===== src/rtl/rr_mux_scheduler_pkg.sv =====
// Shared types and constants for the round-robin nibble scheduler.
// Latency: n/a (declarations only).
// Backpressure: n/a.
package rr_mux_scheduler_pkg;

  localparam int CH_NUM     = 4;  // producer channels
  localparam int CH_W       = 2;  // channel index width
  localparam int DATA_W_DEF = 4;  // default per-channel data width

  typedef enum logic {
    S_IDLE = 1'b0,
    S_XFER = 1'b1
  } sched_state_t;

endpackage


===== src/rtl/nibble_mux4.sv =====
// 4:1 data multiplexer; channel n sits at data[n*W +: W].
// Latency: combinational.
// Backpressure: none.
// Ports: data (4 packed lanes), sel (lane index), y (selected lane).
module nibble_mux4 #(
  parameter int W = 4
) (
  input  logic [4*W-1:0] data,
  input  logic [1:0]     sel,
  output logic [W-1:0]   y
);

  always_comb begin
    case (sel)
      2'd0:    y = data[0*W +: W];
      2'd1:    y = data[1*W +: W];
      2'd2:    y = data[2*W +: W];
      default: y = data[3*W +: W];
    endcase
  end

endmodule


===== src/rtl/rr_mux_scheduler_pick4.sv =====
// Round-robin pick among 4 requesters, scanning last+1 .. last+4 (mod 4).
// Latency: combinational.
// Backpressure: none; grant equals last when nothing requests.
// Ports: req (request vector), last (previous grant), grant (winner), any (some request set).
module rr_pick4 (
  input  logic [3:0] req,
  input  logic [1:0] last,
  output logic [1:0] grant,
  output logic       any
);

  logic [1:0] idx;
  logic       found;

  // The previous winner is scanned last, so it only wins again when alone.
  always_comb begin
    grant = last;
    found = 1'b0;
    idx   = last;
    for (int i = 1; i <= 4; i++) begin
      idx = last + 2'(i);
      if (!found && req[idx]) begin
        grant = idx;
        found = 1'b1;
      end
    end
  end

  assign any = |req;

endmodule


===== src/rtl/rr_mux_scheduler.sv =====
// Round-robin burst scheduler driving a 4:1 nibble mux, with a registered tagged output stage.
// Latency: in_valid in cycle T -> grant at T edge, in_ready in T+1, out_valid in T+2; 1 beat/cycle in a burst.
// Backpressure: in_ready of the granted channel drops while the output register is full and out_ready is low.
// Ports: clk/rst (sync, active high); in_valid/in_data/in_ready per channel; sel to mux;
//        out_valid/out_ready/out_data/out_ch output stage; busy while a burst is granted.
module rr_mux_scheduler
  import rr_mux_scheduler_pkg::*;
#(
  parameter int DATA_W    = DATA_W_DEF,
  parameter int BURST_MAX = 4
) (
  input  logic                     clk,
  input  logic                     rst,
  input  logic [CH_NUM-1:0]        in_valid,
  input  logic [CH_NUM*DATA_W-1:0] in_data,
  output logic [CH_NUM-1:0]        in_ready,
  output logic [CH_W-1:0]          sel,
  output logic                     out_valid,
  input  logic                     out_ready,
  output logic [DATA_W-1:0]        out_data,
  output logic [CH_W-1:0]          out_ch,
  output logic                     busy
);

  localparam logic [3:0] LAST_BEAT = 4'(BURST_MAX - 1);

  sched_state_t      state;
  logic [3:0]        burst_cnt;
  logic [CH_W-1:0]   pick;
  logic              any_req;
  logic [DATA_W-1:0] mux_y;
  logic              out_free;
  logic              accept;

  rr_pick4 u_pick (
    .req   (in_valid),
    .last  (sel),
    .grant (pick),
    .any   (any_req)
  );

  // sel is held for the whole burst, so the mux output is stable when captured.
  nibble_mux4 #(.W(DATA_W)) u_mux (
    .data (in_data),
    .sel  (sel),
    .y    (mux_y)
  );

  // The output register can take a beat if empty or draining this cycle.
  assign out_free = !out_valid || out_ready;
  assign accept   = (state == S_XFER) && in_valid[sel] && out_free;
  assign busy     = (state == S_XFER);

  always_comb begin
    in_ready = '0;
    if (state == S_XFER) in_ready[sel] = out_free;
  end

  always_ff @(posedge clk) begin
    if (rst) begin
      state     <= S_IDLE;
      sel       <= 2'b11;
      burst_cnt <= '0;
      out_valid <= 1'b0;
      out_data  <= '0;
      out_ch    <= '0;
    end else begin
      case (state)
        S_IDLE: begin
          if (any_req) begin
            sel       <= pick;
            burst_cnt <= '0;
            state     <= S_XFER;
          end
        end
        S_XFER: begin
          if (accept) begin
            burst_cnt <= burst_cnt + 4'd1;
            if (burst_cnt == LAST_BEAT) state <= S_IDLE;
          end else if (!in_valid[sel]) begin
            // Granted producer went quiet: give the others a turn.
            state <= S_IDLE;
          end
        end
        default: state <= S_IDLE;
      endcase

      if (accept) begin
        out_data  <= mux_y;
        out_ch    <= sel;
        out_valid <= 1'b1;
      end else if (out_valid && out_ready) begin
        out_valid <= 1'b0;
      end
    end
  end

endmodule

===== config.mk =====
export PLATFORM = sky130hd
export DESIGN_NAME = rr_mux_scheduler
export DESIGN_NICKNAME = d
export VERILOG_FILES = /design/src/rtl/rr_mux_scheduler_pkg.sv /design/src/rtl/nibble_mux4.sv /design/src/rtl/rr_mux_scheduler_pick4.sv /design/src/rtl/rr_mux_scheduler.sv
export SDC_FILE = /design/constraint.sdc
export NUM_CORES = 1
export LEC_CHECK = 0
export BUFFER_PORTS_ARGS = -buffer_cell sky130_fd_sc_hd__buf_2
export CAP_MARGIN = 25
export CORE_ASPECT_RATIO = 0.75
export CORE_MARGIN = 3
export CORE_UTILIZATION = 47
export DETAILED_ROUTE_END_ITERATION = 10
export PLACE_DENSITY = 0.78
export SYNTH_ARGS = -nofsm -noshare
export SYNTH_HDL_FRONTEND = slang
export SYNTH_SLANG_ARGS = --single-unit

===== constraint.sdc =====
create_clock -name clk -period 4.4 [get_ports clk]
set_input_delay 0.44 -clock clk [delete_from_list [all_inputs] [get_ports clk]]
set_output_delay 0.44 -clock clk [all_outputs]
set_load 0.02 [all_outputs]

======== Word level (Yosys, flattened, before mapping) ========
Index checks and enable logic that the tools add are counted.
word-level totals
  flip-flop bits (word level) ............. 14
  input port bits ......................... 23
  output and inout port bits .............. 14
  word-level logic and storage cells ...... 69
cells by class
  $add $sub $neg .......................... 4
  magnitude comparators ................... 5
  equal/unequal tests ..................... 5
  muxes and demuxes ....................... 28
  bitwise gates (word level) .............. 3
  reduce and logical (&&, ||, !) cells .... 18
operators by type and width
  operator                                                                              number
  1-bit 2-to-1 mux                                                                      14
  2-bit by 3-bit < comparator with 1-bit output (second input constant)                 4
  4-bit 2-to-1 mux                                                                      3
  4-bit case mux with 3 select lines                                                    1
  1-bit binary-select mux with 2-bit select                                             4
  4-bit case mux with 2 select lines                                                    1
  1-bit logical AND                                                                     7
  2-bit 2-to-1 mux                                                                      3
  2-bit adder (second input constant)                                                   2
  4-bit by 1-bit adder with 4-bit output (second input constant)                        1
  4-bit AND                                                                             1
  4-bit by 2-bit == test with 1-bit output (second input constant)                      1
  1-bit zero test                                                                       4
  4-bit AND reduction                                                                   1
  4-bit OR reduction                                                                    1
  3-bit nonzero test                                                                    1
  2-bit by 1-bit adder with 2-bit output (second input constant)                        1
  1-bit demux with 2-bit select                                                         1
  2-bit by 1-bit == test with 1-bit output (second input constant)                      1
  2-bit == test (second input constant)                                                 1
  2-bit by 1-bit greater-or-equal comparator with 1-bit output (second input constant)  1
  2-bit zero test                                                                       1
  2-bit by 1-bit != test with 1-bit output (second input constant)                      1
  2-bit != test (second input constant)                                                 1
  5 further kinds                                                                       6

======== Depth between registers and ports, before layout ========
  depth in word-level cells ............... 14
  gate-level depth with buffers ........... 7
  gate-level depth less buffers ........... 6

======== Hierarchy ========
From an unflattened synthesis, not the netlist that was laid out.
second synthesis, totals
  cell total of the unflattened synthesis .. 96
  area total of the unflattened synthesis .. 817.0 um2
by module, submodules not included
  module            times used  cells each  area each (um2)  seq. area each (um2)
  rr_mux_scheduler  1           78          639.4            280.3
  nibble_mux4       1           4           105.1            0.0
  rr_pick4          1           14          72.6             0.0

======== Least setup slack after synthesis ========
OpenSTA, ideal clock, no wires.
  path type ............................... register -> register
  from .................................... register sel[0]
  to ...................................... register sel[1]
  setup time .............................. 122 ps
  arrival time ............................ 2031 ps
  required time ........................... 4278 ps
  setup slack ............................. 2247 ps
  stages on the path, launching flop included .. 7
  clock period less this slack ............ 2153 ps
  cells stage by stage .................... dfxtp_1 > buf_6 > inv_1 > ha_1 > mux4_2 > or3_1 > a311o_1
on the way
  cells in the longest elaborated chain, start to end .. 14
ends and longest elaborated chain
  what                                       RTL line                      RTL
  start: declaration                         rr_mux_scheduler.sv:17        output logic [CH_W-1:0] sel,
  start signal: assignment                   rr_mux_scheduler.sv:71        sel <= pick;
  2-bit by 1-bit adder with 2-bit output     rr_mux_scheduler_pick4.sv:21  idx = last + 2'(i);
  1-bit binary-select mux with 2-bit select  rr_mux_scheduler_pick4.sv:22  if (!found && req[idx]) begin
  1-bit 2-to-1 mux (not written as such)     rr_mux_scheduler_pick4.sv:22
  1-bit 2-to-1 mux                           rr_mux_scheduler_pick4.sv:22
  1-bit zero test                            rr_mux_scheduler_pick4.sv:22
  1-bit logical AND                          rr_mux_scheduler_pick4.sv:22
  1-bit 2-to-1 mux                           rr_mux_scheduler_pick4.sv:22
  1-bit zero test                            rr_mux_scheduler_pick4.sv:22
  1-bit logical AND                          rr_mux_scheduler_pick4.sv:22
  1-bit 2-to-1 mux                           rr_mux_scheduler_pick4.sv:22
  1-bit zero test                            rr_mux_scheduler_pick4.sv:22
  1-bit logical AND                          rr_mux_scheduler_pick4.sv:22
  1-bit NOT (no line)                        -
  4-bit AND reduction (no line)              -
Parallel ways exist; a longest one is shown, timed or not. The select of a mux whose other input is x is not followed.
A chain may end at the register's enable or synchronous reset.

======== Worst setup path after layout ========
Same ends and word-level chain as after synthesis.

==> reports/qor.yml <==
drt:
  avgRoutedWirePerCell_um: 13.43
  routed_wl_um: 2042
  vias: 837
  drt_iter0_drc: 21
  post-route-drc-count: 0
  drtAntennaViolNets: 0
  first_pass_iters: 7
  viasPerCell: 5.507
timing:
  worstMarginPinSlew_ns: 0.5129
  slew_viol_final: 0
  min_period_over_period_pct: 52.87
  finalSetupTns_ns: 0
  fin_ws_ns: 2.074
  hold_violations: 0
  max_clock_freq_mhz: 429.9
  fin_crit_ns: 2.326
  relSlewSlack_pct: 65.76
  setup_viol: 0
  skew_ns: 0.006633
  rsz0062_at_grt: "no"
floorplan:
  core_um2: 1773
  die_area_um2: 2481
  die-width_um: 56.52
  ios: 37
  start_util_pct: 50.74
  die_y_um: 43.89
  rows: 13
cts:
  cts-resized-gates: 0
  clock_sinks: 14
  cts-hold-fix-buffers: 0
  path_clk_slew_ns: 0.09
  insertion_delay_ns: 0.28
  cts_made_buffers: 3
  cts-root-buf: "clkbuf_4"
  cts_buffer_depth: 2
  cts_tree: "yes"
  postCtsSetupBuffers: 0
  cts_max_level: 1
critical_path:
  worstPathArrival_ns: 2.50
  path_max_fanout: 13
  critical_path_required_ns: 4.57
  start_kind: "flip-flop"
  startpoint: "sel[0]"
  crit-reg2reg-launch: "sel[0]"
  rr_endpoint: "sel[1]"
  path_class: "reg -> reg"
  rrSetupSlack_ns: 2.07
  end_kind: "flip-flop"
  reg2reg_depth: 5
  crit_end: "sel[1]"
power_and_ir_drop:
  comb_power_share_pct: 52.3
  clock_power_share_pct: 16.0
  intPower_mw: 0.3379
  p_leak_nw: 0.5879
  net-switching-power_mw: 0.2410
  p_per_area_nw_per_um2: 516.4
  ir_drop_v: 0.0004091
  seqPwrFrac_pct: 31.8
  p_sw_share_pct: 41.63
  power_mw: 0.5789
finish:
  fill_cells: 150
  drive_above_1_share_pct: 34.62
  antenna_cells: 0
  final_util_pct: 63.23
  final_common_cell: "buf_2"
  layout.nets: 160
  final_cell_mix: "36 x buf_2, 14 x dfxtp_1, 10 x nor2_1, 8 x mux2i_1, 6 x ha_1"
  areaGrowthSynthToFinish_pct: 24.62
  seqCellArea_um2: 280.3
  multi_input_area_um2: 585.6
placement:
  dp_slack_ns: 2.100
  io_buffers: 36
  routabilityCongestion: 0.8328
  dp_hpwl_um: 1587
logic_synthesis:
  synth_fp_nets: 123
  synthTopCellsByArea: "dfxtp_1 31%, mux2i_1 8.9%, mux4_1 8.8%"
  syn_area_per_cell_um2: 9.570
  ys_seq_area_share_pct: 31.15
  syn_area_um2: 899.6
  ys_ff_latch: 14
  yosysWarnings: 0
  synth_cell_types: 28
  yosysTopAreaCell: "dfxtp_1"
  syn_inst: 94
  netlist.area_leader.share_pct: 31.15
grt:
  use_met1_pct: 19.82
  met2_usage_pct: 27.42
  antenna_found_initial: 0
  grt_pass1_wl_um: 3194
  grt_max_degree: 16
  grt_util_all_layers_pct: 16.58
  top_usage_layer: "met2"
  gr-total-overflow: 0
  met3_usage_pct: 5.952
  grt_pass1_vias: 744
outcome:
  status: "finished clean"
job:
  cap_viol_max_count: 0
min_path:
  min_from: "in_data[14]"
  whs_path_depth: 5
  worstHoldPathType: "in -> reg"
[cells in the mapped netlist (all sizes together)]
| library cell | instances |
|---|---|
| a211oi | 1 |
| a21oi | 5 |
| a222oi | 4 |
| a311o | 1 |
| a31o | 1 |
| and2b | 1 |
| and3 | 5 |
| buf | 1 |
| clkbuf | 3 |
| dfxtp | 14 |
| ha | 6 |
| inv | 3 |
| mux2 | 1 |
| mux2i | 8 |
| mux4 | 4 |
| nand2 | 5 |
| nand2b | 1 |
| nand3 | 2 |
| nand4 | 3 |
| nor2 | 10 |
| nor3 | 3 |
| nor4 | 1 |
| o21ai | 5 |
| or2 | 1 |
| or3 | 2 |
| xor2 | 3 |
[logic make-up after synthesis]
logic type	share of synthesized area [%]
multiplexers	21.42
adder cells (fa/ha/maj)	8.345
flip-flops	31.15
buffers and inverters	3.755
AO/OA/AOI/OAI	12.93
AND/OR/NAND/NOR	19.47
XOR/XNOR	2.921
[state kept, by name, indices dropped and copies added (netlist names)]
| signal | cells |
|---|---|
| out_ch | 2 |
| sel | 2 |
| burst_cnt | 4 |
| out_data | 4 |
| out_valid | 1 |
| busy | 1 |
[routing by layer]
layer	up-vias	part of all wire (%)
li1	429	-
met1	384	45
met2	22	50
met5	-	0
met3	2	5.3
met4	0	0.49
[power groups by stage]
stage                     clock network [mW]  registers [mW]  logic, mW
after floorplan                            0           0.196      0.220
after global placement                     0           0.184      0.293
after detailed placement                   0           0.187      0.303
after CTS                             0.0953           0.184      0.304
after global routing                   0.100           0.190      0.331
final                                 0.0924           0.184      0.303
[worst min-delay path by stage]
| stage | endpoint | slack [ns] |
|---|---|---|
| global route | out_data[2] | 0.50 |
| CTS | out_data[2] | 0.49 |
| detailed placement | out_data[2] | 0.48 |
| global placement | out_data[1] | 0.47 |
| floorplan | burst_cnt[1] | 0.46 |
| finish | out_data[2] | 0.49 |
[worst max-delay path, stage by stage (launching register included)]
cell,delay [ns]
dfxtp_1,0.65
inv_1,0.17
ha_1,0.37
mux4_2,0.35
or3_1,0.37
a311o_1,0.32
[area by class of cell]
| class | instances | area share, % |
|---|---|---|
| multi-input combinational | 73 | 52.23 |
| tap | 22 | 2.455 |
| clock buffer | 4 | 3.237 |
| timing repair buffer | 36 | 16.07 |
| inverter | 3 | 1.004 |
| sequential | 14 | 25.00 |
[stage by stage]
step                hold slack, ns  cells  instance area, um2
floorplan                   0.4603     94               899.6
global placement            0.4699    148                1085
detailed placement          0.4849    148                1085
CTS                         0.4900    152                1121
global route                0.4991    152                1121
finish                      0.4876    152                1121
Note: power is estimated with default switching activity, not from simulation.
